### src/rtl/key_evt_pkg.sv
// key_evt_pkg: shared state encoding and default timing constants for the
// key event decoder. The KEY_EVT_REPEAT_EN macro (used by key_event_decoder)
// selects whether auto-repeat is built.
package key_evt_pkg;

    typedef enum logic [2:0] {
        ST_ARM    = 3'd0,
        ST_IDLE   = 3'd1,
        ST_PRESS1 = 3'd2,
        ST_GAP    = 3'd3,
        ST_PRESS2 = 3'd4,
        ST_HOLD   = 3'd5
    } key_state_e;

    // 100 MHz clock
    localparam int LONG_CYC_100M   = 2_000_000;
    localparam int DOUBLE_CYC_100M = 1_000_000;
    localparam int REPEAT_CYC_100M = 500_000;

    // 25 MHz clock
    localparam int LONG_CYC_25M    = 500_000;
    localparam int DOUBLE_CYC_25M  = 250_000;
    localparam int REPEAT_CYC_25M  = 125_000;

    // 1 MHz clock
    localparam int LONG_CYC_1M     = 20_000;
    localparam int DOUBLE_CYC_1M   = 10_000;
    localparam int REPEAT_CYC_1M   = 5_000;

endpackage

### src/rtl/key_evt_timer.sv
// key_evt_timer: free-running up-counter with synchronous clear (priority)
// and increment enable.
module key_evt_timer #(
    parameter int CNT_W = 27
) (
    input  logic             clk,
    input  logic             rst,
    input  logic             clr,
    input  logic             inc,
    output logic [CNT_W-1:0] cnt
);

    logic [CNT_W-1:0] cnt_q;
    logic [CNT_W-1:0] cnt_d;

    // Next count: clear wins over increment.
    always_comb begin
        cnt_d = cnt_q;
        if (clr) begin
            cnt_d = '0;
        end else if (inc) begin
            cnt_d = cnt_q + 1'b1;
        end
    end

    // Count register.
    always_ff @(posedge clk) begin
        if (rst) begin
            cnt_q <= '0;
        end else begin
            cnt_q <= cnt_d;
        end
    end

    assign cnt = cnt_q;

endmodule

### src/rtl/key_event_decoder.sv
// key_event_decoder: turns a debounced key level into one-cycle short press,
// long press, double click and (with KEY_EVT_REPEAT_EN defined) auto-repeat
// pulses. Without KEY_EVT_REPEAT_EN, repeat_pulse is tied low.
//
// state  | meaning
// ARM    | after reset; wait for a release before decoding anything
// IDLE   | released, no sequence in progress
// PRESS1 | first press held, timing toward long press
// GAP    | released after first click, waiting for a second press
// PRESS2 | second press held
// HOLD   | long press reached, waiting for release
module key_event_decoder
    import key_evt_pkg::*;
#(
    parameter logic ACTIVE_LEVEL = 1'b1,
    parameter int   LONG_CYC     = 2_000_000,
    parameter int   DOUBLE_CYC   = 1_000_000,
    parameter int   REPEAT_CYC   = 500_000,
    parameter int   CNT_W        = 27
) (
    input  logic clk,
    input  logic rst,
    input  logic key_level,
    output logic short_press,
    output logic long_press,
    output logic double_click,
    output logic repeat_pulse,
    output logic busy
);

    localparam logic [CNT_W-1:0] LONG_LAST   = CNT_W'(LONG_CYC - 1);
    localparam logic [CNT_W-1:0] DOUBLE_LAST = CNT_W'(DOUBLE_CYC - 1);
`ifdef KEY_EVT_REPEAT_EN
    localparam logic [CNT_W-1:0] REPEAT_LAST = CNT_W'(REPEAT_CYC - 1);
`endif

    key_state_e       state_q, state_d;
    logic             key_q;
    // key_q holds its reset value for one cycle after reset, so ARM must not
    // trust it until the real level has been captured once.
    logic             settle_q;
    logic             short_q, short_d;
    logic             long_q, long_d;
    logic             double_q, double_d;
    logic             repeat_q, repeat_d;
    logic             rep_hit;
    logic             timer_clr;
    logic             timer_inc;
    logic             pressed;
    logic [CNT_W-1:0] cnt;

    assign pressed = (key_q == ACTIVE_LEVEL);

    key_evt_timer #(
        .CNT_W (CNT_W)
    ) u_timer (
        .clk (clk),
        .rst (rst),
        .clr (timer_clr),
        .inc (timer_inc),
        .cnt (cnt)
    );

    // Next-state, pulse and counter-control decode.
    always_comb begin
        state_d  = state_q;
        short_d  = 1'b0;
        long_d   = 1'b0;
        double_d = 1'b0;
        repeat_d = 1'b0;
        rep_hit  = 1'b0;
        case (state_q)
            ST_ARM: begin
                if (!pressed && !settle_q) state_d = ST_IDLE;
            end
            ST_IDLE: begin
                if (pressed) state_d = ST_PRESS1;
            end
            ST_PRESS1: begin
                if (!pressed) begin
                    state_d = ST_GAP;
                end else if (cnt == LONG_LAST) begin
                    long_d  = 1'b1;
                    state_d = ST_HOLD;
                end
            end
            ST_GAP: begin
                if (pressed) begin
                    state_d = ST_PRESS2;
                end else if (cnt == DOUBLE_LAST) begin
                    short_d = 1'b1;
                    state_d = ST_IDLE;
                end
            end
            ST_PRESS2: begin
                if (!pressed) begin
                    double_d = 1'b1;
                    state_d  = ST_IDLE;
                end else if (cnt == LONG_LAST) begin
                    short_d = 1'b1;
                    long_d  = 1'b1;
                    state_d = ST_HOLD;
                end
            end
            ST_HOLD: begin
                if (!pressed) begin
                    state_d = ST_IDLE;
                end
`ifdef KEY_EVT_REPEAT_EN
                else if (cnt == REPEAT_LAST) begin
                    repeat_d = 1'b1;
                    rep_hit  = 1'b1;
                end
`endif
            end
            default: state_d = ST_ARM;
        endcase
        timer_clr = (state_d != state_q) || (state_d == ST_ARM) ||
                    (state_d == ST_IDLE) || rep_hit;
        timer_inc = !timer_clr;
    end

    // State, input capture and registered pulse outputs.
    always_ff @(posedge clk) begin
        if (rst) begin
            state_q  <= ST_ARM;
            key_q    <= ~ACTIVE_LEVEL;
            settle_q <= 1'b1;
            short_q  <= 1'b0;
            long_q   <= 1'b0;
            double_q <= 1'b0;
            repeat_q <= 1'b0;
        end else begin
            state_q  <= state_d;
            key_q    <= key_level;
            settle_q <= 1'b0;
            short_q  <= short_d;
            long_q   <= long_d;
            double_q <= double_d;
            repeat_q <= repeat_d;
        end
    end

    assign short_press  = short_q;
    assign long_press   = long_q;
    assign double_click = double_q;
    assign repeat_pulse = repeat_q;
    assign busy         = (state_q != ST_IDLE);

endmodule

### config.mk
export PLATFORM = sky130hd
export DESIGN_NAME = key_event_decoder
export DESIGN_NICKNAME = d
export VERILOG_FILES = /design/src/rtl/key_evt_pkg.sv /design/src/rtl/key_evt_timer.sv /design/src/rtl/key_event_decoder.sv
export SDC_FILE = /design/constraint.sdc
export NUM_CORES = 1
export LEC_CHECK = 0
export CORE_MARGIN = 2
export CORE_UTILIZATION = 56
export CTS_BUF_LIST = sky130_fd_sc_hd__clkbuf_8
export CTS_CLUSTER_SIZE = 16
export DETAILED_ROUTE_END_ITERATION = 7
export GPL_ROUTABILITY_DRIVEN = 0
export HOLD_SLACK_MARGIN = 0.03
export PLACE_DENSITY = 0.77
export SYNTH_ARGS = -nofsm -noshare
export SYNTH_HDL_FRONTEND = slang
export SYNTH_SLANG_ARGS = --single-unit
### constraint.sdc
create_clock -name clk -period 1.9 [get_ports clk]
set_input_delay 0.19 -clock clk [delete_from_list [all_inputs] [get_ports clk]]
set_output_delay 0.19 -clock clk [all_outputs]
set_load 0.005 [all_outputs]
==> reports/metrics.cfg, run 1 <==
[power]
irDropWorstVdd_v = 0.0005027
power_mw = 1.496
p_per_area_nw_per_um2 = 561.3
p_leak_nw = 0.8755

[cells_and_area]
area_growth_pct = 41.15
n_antenna_cell = 0
fill_cells = 186
drive_gt1_frac = 0.3953
regArea_sq_um = 711.9
final_cells = 304
finalNetCount = 262
multi_input_area_sq_um = 1285

[sta]
worst_slack_ns = -0.2012
finalSetupViolations = 27
final-max-slew-violation-count = 0
hold-worst-slack_ns = 0.4403
rsz0062_at_grt = true
period_minus_slack_ns = 2.101
max_freq_mhz = 475.9
fin_crit_sh = 1.106
clock_skew_ns = 0.006266
hold_viol = 0

[cts]
cts_buffers = 5
cts_tree = yes
cts_sinks = 35
cts_hold_buf = 0
clk_pin_slew_worst_paths_ns = 0.07
clkLatencyLatePin_ns = 0.29
cts_buffer_depth = 2
htree_num_levels = 2
clockRootBuffer = clkbuf_8

[critical_path]
cpPeakStageDelay_ns = 0.56
crit_path_start_kind = register
cp.arrival_ns = 2.26
crit_fanout = 14
crit_type = reg -> reg
worstPathRequired_ns = 2.06
endpoint_kind = register
path_delay_family = simple AND/OR/NAND/NOR gates
rrSetupSlack_ns = -0.20
path_cells = or4_4, nor4_4, buf_4, a211oi_4, nor3_4, buf_6, buf_12, nor4_1
slowest_stage = or4_4
crit_buf_inv = 3

[logic_synthesis]
synth_area_per_cell_sq_um = 9.077
synth_common_cells = dfxtp_1 (35), nor4_1 (23), xnor2_1 (18)
post-synth-top-count-cell = dfxtp_1
synth_area_leaders = dfxtp_1 (37%), xnor2_1 (8.3%), nor4_1 (7.6%), nor4_2 (7.3%), xor2_1 (3.7%)
synth_top_family_by_area = simple AND/OR/NAND/NOR gates
syn_nets = 212
synthArstFlopShare = 0
muxShareOfSynthArea = 0
synthAdderAreaFrac = 0.006627
synth_cells = 208
yosysUniqueCellTypes = 41
yosysTopAreaCell = dfxtp_1
synth_compound_area_frac = 0.05765
yosysWarnings = 0
syn_area_sq_um = 1888
seq_area_frac_synth = 0.3711
ys_ff_latch = 35
synth_top_area_frac = 0.3711
synth-xor-area-share = 0.1206
synthSimpleGateAreaFrac = 0.3936
synth_ff_type = dfxtp_1
synth_edf_count = 0

[route]
drt_iter0_drc = 200
wl_mm = 5.949
firstDrtPassIters = 4
final_antenna_net_count = 0
via_per_inst = 6.247
drc = 0
vias = 1899
wl_per_cell_um = 19.57

[global_routing]
grt_util_met1 = 0.3985
grtUsageMet2 = 0.5446
grt_max_degree = 29
grt_use_met3 = 0.09110
grt_pass1_vias = 1828
grt_pass1_wl_mm = 9.121
grt_usage = 0.3395
grt_busiest_layer = met2
antenna_found_initial = 0
grt_overflow = 0

[min_path]
hold_class = in -> reg

[floorplan]
ios = 8
die_h_um = 62.07
start_util = 0.5749
core_sq_um = 3284
rows = 21
die_w_um = 62.07
dieArea_sq_um = 3852

[placed_design]
portBuffers = 6
place_inst = 286
place_ws_ns = -0.2071
hpwlAfterDp_mm = 3.387

[status]
status = finished, violations left
violations = setup timing

[run]
max_cap_violations = 0

==> through the flow <==
step | util | cell area (sq um) | TNS [ns]
detailed placement | 0.7029 | 2308 | -4.743
floorplan | - | 1954 | -2.346
CTS | 0.7760 | 2549 | -2.663
global route | 0.8114 | 2665 | -6.088
global placement | 0.7029 | 2308 | -1.449
finish | 0.8114 | 2665 | -4.969
==> state kept, by name, indices dropped and copies added (netlist names) <==
name / count
u_timer.cnt: 27
state_q: 3
double_click: 1
key_q: 1
long_press: 1
settle_q: 1
short_press: 1
==> worst paths after layout <==
path | start | to | cells past startpoint
worst min-delay path | key_level | key_q | 2
worst min register to register | state_q[0] | double_click | 1
worst max register to register | u_timer.cnt[21] | u_timer.cnt[9] | 8
worst max-delay path | u_timer.cnt[21] | u_timer.cnt[9] | 8
==> per-layer routing <==
metal,vias up,wire length (um)
met2,71,2983
met4,0,285
li1,887,-
met1,915,2351
met3,26,328
met5,-,0
==> repair_timing <==
item | 4_1_cts | 5_1_grt
pin swaps | 1 | 10
cloned | 2 | 0
resized for setup | 14 | 20
endpoints found under the setup margin | 27 | 31
setup buffers | 4 | 5
==> cell families (layout without fill, tap and decap cells) <==
kind of cell,count (synthesis),count (layout)
buf+inv,18,68
flops,35,35
xor+xnor,26,26
compound gates,16,16
fa+ha+maj,1,1
simple gates,111,111
other cells,1,1
==> cell type report <==
cell class                      instances  share of cell area
Clock buffer                            6             0.03099
Inverter                                5            0.007042
Multi-Input combinational cell        155              0.4822
Timing Repair Buffer                   56              0.1892
Tap cell                               46             0.02160
Clock inverter                          1            0.001878
Sequential cell                        35              0.2671
==> cells in the final DEF (no fill, tap or decap), types with 9 or more instances in the layout <==
cell | synthesis | routed
nor2_1 | 13 | 12
xnor2_1 | 18 | 18
nor4_1 | 23 | 18
dfxtp_1 | 35 | 28
nor4_2 | 11 | 12
nand4_1 | 11 | 11
buf_4 | 1 | 45
nand3_1 | 10 | 9
==> where the power goes <==
group          internal (mW)  total (mW)  switching (mW)
Clock                  0.284       0.554           0.270
Combinational         0.0859       0.197           0.112
Sequential             0.738       0.745         0.00702
Total                   1.11        1.50           0.388
Note: power is estimated with default switching activity, not from simulation.
==> run 2, diff against run 1 <==
CAP_MARGIN = 20   (was default)
==> results of run 2 <==
The final DEF is identical to that of run 1; final timing and power are the same.
